$ cat config.mk
export PLATFORM = sky130hd
export DESIGN_NAME = alu32_reg
export DESIGN_NICKNAME = d
export VERILOG_FILES = /design/src/rtl/alu32_reg.sv
export SDC_FILE = /design/constraint.sdc
export NUM_CORES = 1
export LEC_CHECK = 0
export CAP_MARGIN = 15
export CORE_MARGIN = 1.5
export CORE_UTILIZATION = 35
export CTS_CLUSTER_DIAMETER = 40
export DETAILED_ROUTE_END_ITERATION = 16
export GPL_TIMING_DRIVEN = 0
export PLACE_DENSITY = 0.56
export RECOVER_POWER = 100
export SLEW_MARGIN = 30
export SYNTH_ARGS = -nofsm -noshare
export SYNTH_HDL_FRONTEND = slang
export SYNTH_SLANG_ARGS = --single-unit
$ cat constraint.sdc
create_clock -name clk -period 0.8 [get_ports clk]
set_input_delay 0.12 -clock clk [delete_from_list [all_inputs] [get_ports clk]]
set_output_delay 0.12 -clock clk [all_outputs]
set_load 0.005 [all_outputs]
$ cat src/rtl/alu32_reg.sv
// alu32_reg: 32-bit execute-stage ALU with a registered result.
// The result is computed combinationally from opsel/A/B.
// It is captured on the rising clock edge, giving exactly one cycle of latency.
// Compare operations are signed and return 0 or 1.
module alu32_reg #(
   parameter int WIDTH = 32
) (
   input  logic             clk,
   input  logic             rst_n,
   input  logic [5:0]       opsel,
   input  logic [WIDTH-1:0] A,
   input  logic [WIDTH-1:0] B,
   output logic [WIDTH-1:0] out
);

   // Opcode encodings
   localparam logic [5:0] OP_ADD  = 6'h00;
   localparam logic [5:0] OP_SUB  = 6'h01;
   localparam logic [5:0] OP_AND  = 6'h04;
   localparam logic [5:0] OP_OR   = 6'h05;
   localparam logic [5:0] OP_XOR  = 6'h06;
   localparam logic [5:0] OP_MVHI = 6'h0B;
   localparam logic [5:0] OP_NAND = 6'h0C;
   localparam logic [5:0] OP_NOR  = 6'h0D;
   localparam logic [5:0] OP_XNOR = 6'h0E;
   localparam logic [5:0] OP_F    = 6'h10;
   localparam logic [5:0] OP_EQ   = 6'h11;
   localparam logic [5:0] OP_LT   = 6'h12;
   localparam logic [5:0] OP_LTE  = 6'h13;
   localparam logic [5:0] OP_EQZ  = 6'h15;
   localparam logic [5:0] OP_LTZ  = 6'h16;
   localparam logic [5:0] OP_LTEZ = 6'h17;
   localparam logic [5:0] OP_T    = 6'h18;
   localparam logic [5:0] OP_NE   = 6'h19;
   localparam logic [5:0] OP_GTE  = 6'h1A;
   localparam logic [5:0] OP_GT   = 6'h1B;
   localparam logic [5:0] OP_NEZ  = 6'h1D;
   localparam logic [5:0] OP_GTEZ = 6'h1E;
   localparam logic [5:0] OP_GTZ  = 6'h1F;

   logic [WIDTH-1:0] out_reg;
   logic [WIDTH-1:0] out_next;

   logic [WIDTH-1:0] sum_res;
   logic [WIDTH-1:0] diff_res;
   logic [WIDTH-1:0] and_bits;
   logic [WIDTH-1:0] or_bits;
   logic [WIDTH-1:0] xor_bits;
   logic [WIDTH-1:0] mvhi_res;

   logic a_eq_b;
   logic a_lt_b;
   logic a_zero;
   logic a_neg;

   // Modulo-2^WIDTH arithmetic; carry-out and overflow are simply dropped
   assign sum_res  = A + B;
   assign diff_res = A - B;

   // Per-bit logic slices; the inverted forms are taken from these in the mux
   genvar gi;
   generate
      for (gi = 0; gi < WIDTH; gi++) begin : g_bit
         assign and_bits[gi] = A[gi] & B[gi];
         assign or_bits[gi]  = A[gi] | B[gi];
         assign xor_bits[gi] = A[gi] ^ B[gi];
      end
   endgenerate

   // Low half of B moved to the high half, low half cleared
   assign mvhi_res = {B[15:0], {(WIDTH-16){1'b0}}};

   // Shared signed relations; every compare opcode is derived from these four
   assign a_eq_b = (A == B);
   assign a_lt_b = ($signed(A) < $signed(B));
   assign a_zero = (A == '0);
   assign a_neg  = A[WIDTH-1];

   // Zero-extend a single truth bit into a full-width compare result
   function automatic logic [WIDTH-1:0] flag(input logic b);
      return {{(WIDTH-1){1'b0}}, b};
   endfunction

   // Result select; unlisted opcodes yield zero
   always_comb begin
      out_next = '0;
      case (opsel)
         OP_ADD:  out_next = sum_res;
         OP_SUB:  out_next = diff_res;
         OP_AND:  out_next = and_bits;
         OP_OR:   out_next = or_bits;
         OP_XOR:  out_next = xor_bits;
         OP_MVHI: out_next = mvhi_res;
         OP_NAND: out_next = ~and_bits;
         OP_NOR:  out_next = ~or_bits;
         OP_XNOR: out_next = ~xor_bits;
         OP_F:    out_next = flag(1'b0);
         OP_EQ:   out_next = flag(a_eq_b);
         OP_LT:   out_next = flag(a_lt_b);
         OP_LTE:  out_next = flag(a_lt_b | a_eq_b);
         OP_T:    out_next = flag(1'b1);
         OP_NE:   out_next = flag(~a_eq_b);
         OP_GTE:  out_next = flag(~a_lt_b);
         OP_GT:   out_next = flag(~(a_lt_b | a_eq_b));
         OP_EQZ:  out_next = flag(a_zero);
         OP_LTZ:  out_next = flag(a_neg);
         OP_LTEZ: out_next = flag(a_neg | a_zero);
         OP_NEZ:  out_next = flag(~a_zero);
         OP_GTEZ: out_next = flag(~a_neg);
         OP_GTZ:  out_next = flag(~(a_neg | a_zero));
         default: out_next = '0;
      endcase
   end

   // Result register; reset clears it immediately and discards any pending result
   always_ff @(posedge clk or negedge rst_n) begin
      if (!rst_n) begin
         out_reg <= '0;
      end else begin
         out_reg <= out_next;
      end
   end

   assign out = out_reg;

endmodule

# Yosys cells after proc, flatten, opt, wreduce, memory -nomap -nowiden
# Cells that the tools add are included.
# W data, S select, Z words.
[classes]
mux = 1
n_reduce_logical = 2
bitwise_logic = 107
n_addsub = 2
n_lt_le_gt_ge = 1
n_eq_ne = 22
[ops]
columns = ["op", "n"]
rows = [
  ["$pmux W32 S22", 1],
  ["$not A32 Y32", 3],
  ["$eq A6 B5 Y1 const B", 13],
  ["$or A1 B1 Y1", 34],
  ["$add A32 B32 Y32", 1],
  ["$and A1 B1 Y1", 32],
  ["$eq A32 B32 Y1", 1],
  ["$logic_not A32 Y1", 1],
  ["$lt A32 B32 Y1", 1],
  ["$sub A32 B32 Y32", 1],
  ["$xor A1 B1 Y1", 32],
  ["$eq A6 B4 Y1 const B", 4],
  ["$eq A6 B3 Y1 const B", 3],
  ["$eq A6 B1 Y1 const B", 1],
  ["$logic_not A6 Y1", 1],
  ["$not A1 Y1", 6],
]
[word_totals]
output_inout_bits = 32
word_cells = 136
in_bits = 72
register_bits = 32

# Logic depth before layout (Yosys ltp)
[logic_depth]
depth_word = 4
depth_mapped = 13

# Worst setup path before layout
# Ideal clock, no wire load.
[synth_path]
path_type = "input port to flip-flop"
startpoint = "input A[0]"
endpoint = "register out_reg[28] (netlist: out[28])"
t_required_ns = 0.669
arrival_time_ns = 2.633
setup_ns = 0.131
path_stages = 11
slack_ns = -1.964
cell_sequence = "ha_1 -> fa_1 -> a21oi_2 -> o211ai_1 -> a2111o_1 -> a21oi_4 -> o31ai_4 -> a21oi_2 -> o211ai_2 -> and4_4 -> or3_1"
[synth_via]
elab_chain_len = 2
word_cells_on_any_way = 3
classes_between = "2 x add/sub; 1 x mux"
[synth_lines]
columns = ["element", "line_no", "rtl"]
rows = [
  ["start, declared", "11", "input logic [WIDTH-1:0] A,"],
  ["$sub A32 B32 Y32 / $add A32 B32 Y32 (equally long branches)", "58, 57", ""],
  ["$pmux W32 S22 (*)", "87", "case (opsel)"],
  ["net out_next[28]", "42", "logic [WIDTH-1:0] out_next;"],
  ["end signal, assigned", "120", "out_reg <= out_next;"],
  ["end, declared", "41", "logic [WIDTH-1:0] out_reg;"],
]
# The timed path passes the listed nets; every way through them passes the cells marked *.

# Worst setup path after layout
# Ends and elaborated chain as after synthesis.

==> results.md <==
* RSZ-0062 raised after global routing: yes
* Final setup violation count at 64
* Seq cells post-synth at 32
* Final nets at 1378
* Crit path from: A[0]
* Post-Syn Area at 0.00697 mm^2
* VDD IR-drop max at 631 uV
* Top cell type's share of synthesized area at 17.2%
* Cell count after synthesis at 985
* Max reg flops at 32
* Cell Pwr Density at 1020 mW/mm^2
* Initial core utilization at 35.7%
* Worst Setup Slack post-DPL at -3.34 ns
* Post-Syn Nets at 1155
* Max Slew Vio Count at 0
* Worst Setup Path Type: in2reg
* CTS clk-pin slew, worst paths at 0.06 ns
* Worst Path Max Fanout at 3
* Crit start category: primary input
* Global-route wire length before repair at 52.7 mm
* Port-buffer cells at 99
* Cell taking the most area after synthesis: ha_1
* Internal cell power at 6460 uW
* H-tree depth at 2
* # clock sinks at 32
* Die width at 144 um
* Total track usage at 34.1%
* Top Ports at 104
* Initial antenna violation count at 1
* Max Cap Viol at 0
* Die area at 0.0208 mm^2
* Die Y at 144 um
* CTS tree: built
* Placed cell count at 1350
* Asr flop ratio synth at 100%
* Final Hold Viols at 0
* Wire per inst at 24.6 um
* Met1 global-route usage at 43.5%
* Final Non-Filler Cells at 1475
* Total Routed Length at 36.3 mm
* Peak Freq at 368 MHz
* RD Place Congestion at 1.00
* Number of placement rows at 51
* Ys flop type: dfrtp_1
* Pin count of the biggest net entering global routing at 22
* Syn avg cell area at 7.08 um^2
* Outcome: finished, violations left
* Combinational Power Share at 66.2%
* Sequential cell area fraction in the yosys report at 11.5%
* Vias in the first global route at 8811
* Worst EP arrival at 2.89 ns
* DRC at 0
* Met3 usage at 6.03%
* Layout cells sized above 1 at 41.8%
* Worst Min Path Start: B[4]
* Slew @ Worst Pin at 0.903 ns
* Most numerous cell in the Yosys netlist: inv_1
* Fillers at 1805
* Psw at 5210 uW
* Grt ovf at 0
* Lkg Pwr at 0.00485 uW
* Slew headroom at 39.2%
* Synth warn at 0
* Area of the multi-input gates at 0.00713 mm^2
* First DRT Iteration DRCs at 1003
* Hold Crit Class: in2reg
* Synth top cells by count: 101 x inv_1, 96 x ha_1, 91 x a21oi_1
* GRT busiest layer: met2
* Met2 global-route usage at 54.0%
* Via density at 6.31
* Setup WS post-layout at -1.92 ns
* Total power at 11700 uW
* WP data required at 0.97 ns
* Dpl hpwl at 25.9 mm
* Final min period at 2.72 ns
* Synth area leaders: ha_1 17%, dfrtp_1 11%, a21oi_1 6.5%
* Seq pwr share at 15.7%
* CTS buffer count at 5
* Flip-flop and latch area at 801 um^2
* Clk buf depth at 2
* Via Count at 9313
* Setup crit end kind: flop
* Core area at 0.0195 mm^2
* Clock tree root driver cell: clkbuf_16
* Clock network fraction of design power at 18.1%
* Drt pass-1 iters at 5
* Core Util, Final at 58.7%
* Synth cell types at 82
* EDFF count, synth at 0
* Antenna-violating nets left at 0
* Layout area overhead at 64.4%
* Violated checks: setup timing
* Period utilisation layout at 340%
* Sw frac at 44.6%
-- critical path, stage by stage --
cell and delay [ns]:
buf_12 0.11, ha_4 0.16, fa_2 0.38, a21oi_4 0.18, o211ai_1 0.20, a2111o_1 0.49
a21oi_4 0.24, o31ai_4 0.12, a21oi_2 0.22, o211ai_2 0.11, and4_4 0.16, or3_4 0.38
-- power groups by stage --
| stage | clock network [uW] | registers, uW | logic, uW |
|---|---|---|---|
| after floorplan | 0 | 1900 | 3270 |
| after global placement | 0 | 1870 | 5320 |
| after detailed placement | 0 | 1870 | 5340 |
| after CTS | 2150 | 1840 | 6960 |
| after global routing | 2160 | 1850 | 8130 |
| final | 2110 | 1830 | 7730 |
-- metal layers --
layer	vias up	share of wire, %	routed length (um)
li1	4096	-	-
met1	4460	40	14400
met2	609	45	16400
met3	148	9.0	3270
met4	0	6.1	2230
met5	-	0	0
-- cells by family after synthesis --
family / synth area share (%)
AO/OA/AOI/OAI: 37.0
XOR/XNOR: 2.51
adder cells (fa/ha/maj): 17.8
buffers and inverters: 9.16
flip-flops: 11.5
multiplexers: 2.51
AND/OR/NAND/NOR: 19.5
-- path summary, 6_finish.rpt --
| path | endpoint | slack (ns) | cells past startpoint |
|---|---|---|---|
| worst max-delay path | out[28]$_DFF_PN0_ | -1.92 | 12 |
| worst min-delay path | out[20]$_DFF_PN0_ | 0.09 | 3 |
| max in group asynchronous | out[24]$_DFF_PN0_ | 0.03 | 3 |
| min in group asynchronous | out[13]$_DFF_PN0_ | 0.30 | 2 |
-- metrics by stage --
step | TNS [ns] | instance area [um^2] | hold slack, ns
6_report | -48.09 | 11500 | 0.0886
5_1_grt | -50.99 | 11500 | 0.0997
4_1_cts | -45.93 | 11000 | 0.0820
3_5_place_dp | -87.78 | 8800 | 0.0618
3_3_place_gp | -129.38 | 8770 | 0.735
2_1_floorplan | -40.00 | 7450 | -0.176
-- placed cells by master (no fill, tap or decap), types with 29 or more instances in the layout --
cell type  count
buf_2         43
o21ai_0       50
buf_4        100
nor2_1        70
ha_1          61
ha_4          29
dfrtp_1       32
inv_1         63
nand2_1       58
buf_6         35
a21oi_1       64
-- repair_timing --
| item | in CTS | in global routing |
|---|---|---|
| hold buffers | 1 | 0 |
| endpoints found under the hold margin | 11 | 0 |
| resized for setup | 691 | 79 |
| buffers inserted | 98 | 30 |
| endpoints found under the setup margin | 64 | 85 |
| pin swaps | 112 | 49 |
-- area by class of cell --
type | instances | area share, %
buffer | 53 | 4.86
inverter | 103 | 4.14
multi-input combinational | 788 | 62.2
timing repair buffer | 225 | 17.6
clock buffer | 8 | 1.28
sequential | 32 | 6.99
tap | 265 | 2.89
antenna | 1 | 0.0218
(Power assumes the default switching activity.)
